$ cat config.mk
export PLATFORM = sky130hd
export DESIGN_NAME = uart_rx
export DESIGN_NICKNAME = d
export VERILOG_FILES = /design/src/rtl/uart_pkg.sv /design/src/rtl/sync_2ff.sv /design/src/rtl/uart_rx.sv
export SDC_FILE = /design/constraint.sdc
export NUM_CORES = 1
export LEC_CHECK = 0
export ABC_AREA = 1
export ABC_CLOCK_PERIOD_IN_PS = 4000
export BUFFER_PORTS_ARGS = -buffer_cell sky130_fd_sc_hd__buf_2
export CAP_MARGIN = 20
export CORE_MARGIN = 4
export CORE_UTILIZATION = 44
export CTS_CLUSTER_DIAMETER = 40
export DETAILED_ROUTE_END_ITERATION = 8
export SLEW_MARGIN = 10
export SYNTH_ARGS = -nofsm -noshare
export SYNTH_HDL_FRONTEND = slang
export SYNTH_SLANG_ARGS = --single-unit
$ cat constraint.sdc
create_clock -name clk -period 4 [get_ports clk]
set_clock_uncertainty 0.15 [all_clocks]
set_input_delay 0 -clock clk [delete_from_list [all_inputs] [get_ports clk]]
set_output_delay 0 -clock clk [all_outputs]
set_load 0.02 [all_outputs]
$ cat src/rtl/uart_pkg.sv
// Shared UART constants and state encoding, also used by the planned uart_tx.
// No logic here, so there is no latency and no backpressure.
package uart_pkg;

   localparam int DEF_CLKS_PER_BIT = 868;
   localparam int DEF_DATA_BITS    = 8;

   typedef logic [2:0] state_t;

   localparam state_t IDLE  = 3'd0;
   localparam state_t START = 3'd1;
   localparam state_t DATA  = 3'd2;
   localparam state_t STOP  = 3'd3;
   localparam state_t BRK   = 3'd4;

endpackage

$ cat src/rtl/sync_2ff.sv
// Two-flop synchronizer for one asynchronous input; reset value is a parameter.
// Latency is 2 clk; there is no backpressure.
module sync_2ff #(
   parameter logic RST_VAL = 1'b1
) (
   input  logic clk,
   input  logic rst_n,
   input  logic d,
   output logic q
);

   logic meta;

   always_ff @(posedge clk or negedge rst_n) begin
      if (!rst_n) begin
         meta <= RST_VAL;
         q    <= RST_VAL;
      end else begin
         meta <= d;
         q    <= meta;
      end
   end

endmodule

$ cat src/rtl/uart_rx.sv
// 8N1 UART receiver with mid-bit sampling; valid comes 1 clk after the stop-bit sample.
// There is no backpressure: a byte that the consumer misses is lost.
module uart_rx
   import uart_pkg::*;
#(
   parameter int CLKS_PER_BIT = DEF_CLKS_PER_BIT,
   parameter int DATA_BITS    = DEF_DATA_BITS
) (
   input  logic                 clk,
   input  logic                 rst_n,
   input  logic                 rx,
   output logic [DATA_BITS-1:0] data,
   output logic                 valid,
   output logic                 frame_err,
   output logic                 busy
);

   localparam int CW = $clog2(CLKS_PER_BIT);
   localparam int IW = (DATA_BITS > 1) ? $clog2(DATA_BITS) : 1;

   localparam logic [CW-1:0] CNT_HALF = CW'(CLKS_PER_BIT / 2 - 1);
   localparam logic [CW-1:0] CNT_FULL = CW'(CLKS_PER_BIT - 1);
   localparam logic [IW-1:0] IDX_LAST = IW'(DATA_BITS - 1);

   logic                 rx_s;
   state_t               state, state_nxt;
   logic [CW-1:0]        cnt, cnt_nxt;
   logic [IW-1:0]        idx, idx_nxt;
   logic [DATA_BITS-1:0] shreg, shreg_nxt;
   logic [DATA_BITS-1:0] data_nxt;
   logic                 valid_nxt, err_nxt;

   // Idle-high reset value keeps the line from looking like a start bit.
   sync_2ff #(.RST_VAL(1'b1)) u_sync (
      .clk   (clk),
      .rst_n (rst_n),
      .d     (rx),
      .q     (rx_s)
   );

   always_comb begin
      state_nxt = state;
      cnt_nxt   = cnt + CW'(1);
      idx_nxt   = idx;
      shreg_nxt = shreg;
      data_nxt  = data;
      valid_nxt = 1'b0;
      err_nxt   = 1'b0;
      case (state)
         IDLE: begin
            cnt_nxt = '0;
            if (!rx_s) state_nxt = START;
         end
         START: begin
            if (cnt == CNT_HALF) begin
               cnt_nxt   = '0;
               idx_nxt   = '0;
               state_nxt = rx_s ? IDLE : DATA;
            end
         end
         DATA: begin
            if (cnt == CNT_FULL) begin
               cnt_nxt        = '0;
               shreg_nxt[idx] = rx_s;
               idx_nxt        = idx + IW'(1);
               if (idx == IDX_LAST) state_nxt = STOP;
            end
         end
         STOP: begin
            if (cnt == CNT_FULL) begin
               cnt_nxt = '0;
               if (rx_s) begin
                  data_nxt  = shreg;
                  valid_nxt = 1'b1;
                  state_nxt = IDLE;
               end else begin
                  err_nxt   = 1'b1;
                  state_nxt = BRK;
               end
            end
         end
         BRK: begin
            // Line held low (break): wait for it to return idle before rearming.
            cnt_nxt = '0;
            if (rx_s) state_nxt = IDLE;
         end
         default: begin
            cnt_nxt   = '0;
            state_nxt = IDLE;
         end
      endcase
   end

   always_ff @(posedge clk or negedge rst_n) begin
      if (!rst_n) begin
         state     <= IDLE;
         cnt       <= '0;
         idx       <= '0;
         shreg     <= '0;
         data      <= '0;
         valid     <= 1'b0;
         frame_err <= 1'b0;
      end else begin
         state     <= state_nxt;
         cnt       <= cnt_nxt;
         idx       <= idx_nxt;
         shreg     <= shreg_nxt;
         data      <= data_nxt;
         valid     <= valid_nxt;
         frame_err <= err_nxt;
      end
   end

   assign busy = (state != IDLE);

endmodule

; ---- Word level (Yosys, flattened, before mapping)
; Index checks and enable logic that the tools add are counted.
[word_totals]
reg_bits = 36
input_bits = 3
elab_cells = 59
[classes]
n_addsub = 2
magnitude_cmp = 2
eq_ne = 13
n_mux = 24
reduce_logical = 9
[op_table]
columns = operator, count
row1 = 3-bit 2-to-1 mux, 9
row2 = 10-bit 2-to-1 mux, 2
row3 = 10-bit one-hot mux with 2 select lines, 1
row4 = 3-bit one-hot mux with 5 select lines, 1
row5 = "10-bit by 1-bit adder with 10-bit output, second input constant", 1
row6 = "10-bit == test, second input constant", 1
row7 = "10-bit by 9-bit == test with 1-bit output, second input constant", 1
row8 = "2-bit != test, second input constant", 5
row9 = 8-bit bitwise mux, 1
row10 = 1-bit 2-to-1 mux, 7
row11 = "3-bit by 2-bit == test with 1-bit output, second input constant", 2
row12 = "3-bit == test, second input constant", 2
row13 = 3-bit one-hot mux with 2 select lines, 1
row14 = 3-bit AND reduction, 2
row15 = 6-bit AND reduction, 1
row16 = "3-bit by 4-bit < comparator with 1-bit output, second input constant", 1
row17 = "3-bit by 1-bit adder with 3-bit output, second input constant", 1
row18 = 1-bit demux with 3-bit select, 1
row19 = "3-bit by 1-bit == test with 1-bit output, second input constant", 1
row20 = "3-bit by 1-bit greater-or-equal comparator with 1-bit output, second input constant", 1
row21 = 3-bit zero test, 1
row22 = 3-bit nonzero test, 1
row23 = 2-bit 2-to-1 mux, 1
row24 = "2-bit by 1-bit != test with 1-bit output, second input constant", 1
row25 = other kinds (4), 4

; ---- Logic depth before layout (Yosys ltp)
[depth]
word_depth = 5
mapped_depth = 9
mapped_depth_nobuf = 9

; ---- Modules after synthesis
; From an unflattened synthesis, not the netlist that was laid out.
[hier_totals]
hier_cells = 225
hier_area_um2 = 1883.1
[modules_own_cells]
columns = module, instances, cells_each, area_each_um2
row1 = uart_rx, 1, 223, 1830.5
row2 = sync_2ff, 1, 2, 52.6

; ---- Least setup slack after synthesis
; No wires, ideal clock.
[synth_timing]
path_kind = register -> register
from = reg cnt[0]
to = reg cnt[5]
setup_time_ns = 0.118
t_arrival_ns = 1.272
required_time_ns = 3.732
setup_slack_ns = 2.460
stages_incl_launch_ff = 9
path_buffers = 0
synth_period_minus_slack_ns = 1.540
cell_sequence = dfrtp_1 -> ha_1 -> nand3_1 -> nor2_1 -> nand2_1 -> nand2_2 -> nand2_1 -> inv_4 -> nor2_1
[synth_between]
elab_chain_cells = 3
[synth_lines]
columns = element, line
row1 = from (decl), uart_rx.sv:27  ; logic [CW-1:0] cnt, cnt_nxt;
row2 = from (signal assigned), uart_rx.sv:105  ; cnt <= cnt_nxt;
row3 = "10-bit by 1-bit adder with 10-bit output, or another cell as far along", uart_rx.sv:43  ; cnt_nxt = cnt + CW'(1);
row4 = "10-bit 2-to-1 mux, on equally long branches", "uart_rx.sv:62, uart_rx.sv:70, uart_rx.sv:55"
row5 = 10-bit one-hot mux with 2 select lines *, uart_rx.sv:49  ; case (state)
row6 = via cnt_nxt[5], uart_rx.sv:27
; Mark *: on every way through the listed nets, which the timed path passes. The rest lies on a longest branch.
; A chain may end at the register's enable or synchronous reset.

; ---- Worst setup path in the final report
[layout_timing]
from = reg cnt[0]
to = reg cnt[7]
; Same word-level chain as after synthesis.

==> results.toml <==
[finish]
design_area_um2 = 2060
final_nets = 251
nFillCells = 402
diodes = 0
syn2layout_area_growth_pct = 13.4
final_layout_size_suffix_gt1_share_pct = 15.1

[synth]
synth_cells = 224
synth_area_per_cell_um2 = 8.10
synth_cell_types = 26
synthesis.nets = 231
yosysWarnings = 0
ys_ff_latch = 36
synth.yosys.seq_area_share_pct = 49.8
synth.cell_area_um2 = 1820

[grt]
grt_pass1_vias = 1354
grt_pass1_wl_um = 6160
antenna_found_initial = 0
grtUsageTotal_pct = 15.3
grt_max_degree = 37
overflow = 0

[pwr]
p_leak_nw = 1.09
ir_drop_uv = 152
power_density_nw_per_um2 = 335
power_mw = 0.689

[drt]
routed-via-count = 1411
wl_um = 3430
vias_per_cell = 4.78
drtIter0Drc = 83
drc = 0
wire_per_inst_um = 11.6
postRouteAntennaNets = 0
dr.pass1.iters = 4

[placement]
port_buffers = 13
place_area_um2 = 1930
gp_congestion = 0.838
hpwlAfterDp_um = 2560

[critical_path]
path_max_fanout = 10
crit_family = "simple AND/OR/NAND/NOR gates"
path_class = "flop to flop"
reg2reg_from = "cnt[0]"
crit_required_ns = 4.02
crit_path_end_kind = "flop"
slowest_delay_ns = 0.44
cp-start-kind = "flop"
reg2regPathDepth = 8
critPathBufInv = 1
cpMaxStageDelayCell = "dfrtp_1"
path_cells = "ha_1, nand3_1, nor2_1, nand2_1, nand2_2, nand2_1, inv_4, nor2_1"
cp.arrival_ns = 1.82
reg2reg_slack_ns = 2.20
rr_endpoint = "cnt[7]"

[clocking]
cts_sinks = 36
cts.repair.resized = 0
post_cts_buffers = 0
htreeDepth = 2
clk_root_buffer_cell = "clkbuf_8"
clk_pin_slew_ns = 0.07
cts_buffers = 5
clk_latency_ns = 0.29
cts.path.max_buffers = 2
cts_tree = "done"

[worst_hold_path]
hold_class = "primary input to asynchronous set/reset pin"

[sta]
tightest_slew_ns = 0.769
setup_viol = 0
finalCritPeriodShare_pct = 45.0
min_period_ns = 1.80
slew_headroom_pct = 48.7
slew_viol_final = 0
finalHoldViolations = 0
fmax_mhz = 556
setup_tns_ns = 0
rsz0062_at_grt = "no"

[flow_run]
drv_cap = 0

[outcome]
status = "finished clean"

[floorplanning]
initial_utilization_pct = 45.4
ioPinCount = 14
die_area_um2 = 5220
fp.dieW_um = 72.2
dieHeight_um = 72.2
rows = 23
core_um2 = 4000
cells in the final DEF, fill, tap and decap left out, drive strengths merged:
cell / Yosys / routed
nand2: 83 / 83
dfrtp: 34 / 34
nor2: 27 / 27
inv: 21 / 21
nand4: 13 / 13
buf: 2 / 13
nand3: 12 / 12
nor3: 8 / 8
clkbuf: 0 / 6
o21ai: 6 / 6
xor2: 4 / 4
ha: 4 / 4
nand3b: 4 / 4
dlygate4sd3: 0 / 2
dfstp: 2 / 2
clkinv: 1 / 2
o21bai: 1 / 1
xnor2: 1 / 1
and3b: 1 / 1
bufinv: 0 / 1
per-stage QoR:
step	instances	worst slack (ns)	util [%]	hold slack, ns
after floorplan	224	2.46	-	-0.446
after global placement	285	2.22	48.3	-0.0452
after detailed placement	285	2.21	48.3	-0.0438
after CTS	295	2.20	51.5	0.189
after global routing	295	2.00	51.5	0.208
final	295	2.20	51.5	0.169
logic make-up (layout without fill, tap and decap cells):
logic type,count (synthesis),in the layout,synth area share [%]
AND/OR/NAND/NOR,148,148,37.4
flip-flops,36,36,49.8
buffers and inverters,24,45,5.65
AO/OA/AOI/OAI,7,7,2.07
XOR/XNOR,5,5,2.41
adder cells (fa/ha/maj),4,4,2.76
how the worst max path moves through the flow:
| stage | start | end | slack, ns | depth (start not counted) |
|---|---|---|---|---|
| after floorplan | cnt[0] | cnt[5] | 2.46 | 8 |
| after global placement | cnt[0] | cnt[0] | 2.22 | 8 |
| after detailed placement | cnt[0] | cnt[9] | 2.21 | 8 |
| after CTS | cnt[0] | cnt[8] | 2.20 | 8 |
| after global routing | cnt[0] | cnt[8] | 2.00 | 8 |
| final | cnt[0] | cnt[7] | 2.20 | 8 |
layout make-up:
cell class	instances	area, um2	share of cell area (%)
Tap cell	50	62.6	3.04
Multi-Input combinational cell	164	810	39.3
Sequential cell	36	903	43.9
Clock inverter	2	35.0	1.70
Inverter	22	90.1	4.38
Clock buffer	6	72.6	3.53
Timing Repair Buffer	15	85.1	4.13
sequential cells by signal, summed over array words and instances, names as in the netlist:
signal       flops
cnt             10
data             8
shreg            8
idx              3
state            3
frame_err        1
u_sync.meta      1
u_sync.q         1
valid            1
metal layers:
metal	vias up	track usage, %	part of all wire, %	wire [um]
met5	-	0	0	0
li1	754	-	-	-
met2	23	23.4	43	1470
met3	4	5.12	4.2	143
met1	630	20.3	51	1750
met4	0	5.64	1.8	61
synthesized netlist by cell type:
| cell type | number | area (um2) |
|---|---|---|
| nand2_1 | 79 | 297 |
| and3b_2 | 1 | 10.0 |
| nand4_1 | 13 | 81.3 |
| dfstp_2 | 2 | 52.6 |
| clkinv_4 | 1 | 8.76 |
| nor3_4 | 1 | 16.3 |
| nor3_1 | 6 | 30.0 |
| o21ai_1 | 4 | 20.0 |
| nor2_1 | 25 | 93.8 |
| nor3_2 | 1 | 10.0 |
| xnor2_1 | 1 | 8.76 |
| nor2_2 | 2 | 12.5 |
| buf_4 | 1 | 7.51 |
| nand2_2 | 4 | 25.0 |
| inv_4 | 1 | 6.26 |
| buf_2 | 1 | 5.00 |
| nand3b_1 | 3 | 22.5 |
| inv_2 | 3 | 11.3 |
| o21bai_1 | 1 | 7.51 |
| nand3b_4 | 1 | 20.0 |
| dfrtp_1 | 34 | 851 |
| ha_1 | 4 | 50.1 |
| o21ai_0 | 2 | 10.0 |
| inv_1 | 17 | 63.8 |
| nand3_1 | 12 | 60.1 |
| xor2_1 | 4 | 35.0 |
power breakdown:
part	switching, mW	internal [mW]
Clock	0.126	0.185
Sequential	0.00157	0.366
Combinational	0.00791	0.00231
timing repair:
action / CTS / global route
hold buffers: 2 / 0
endpoints found under the hold margin: 35 / 0
endpoints found under the setup margin: 0 / 0
(Power assumes the default switching activity.)
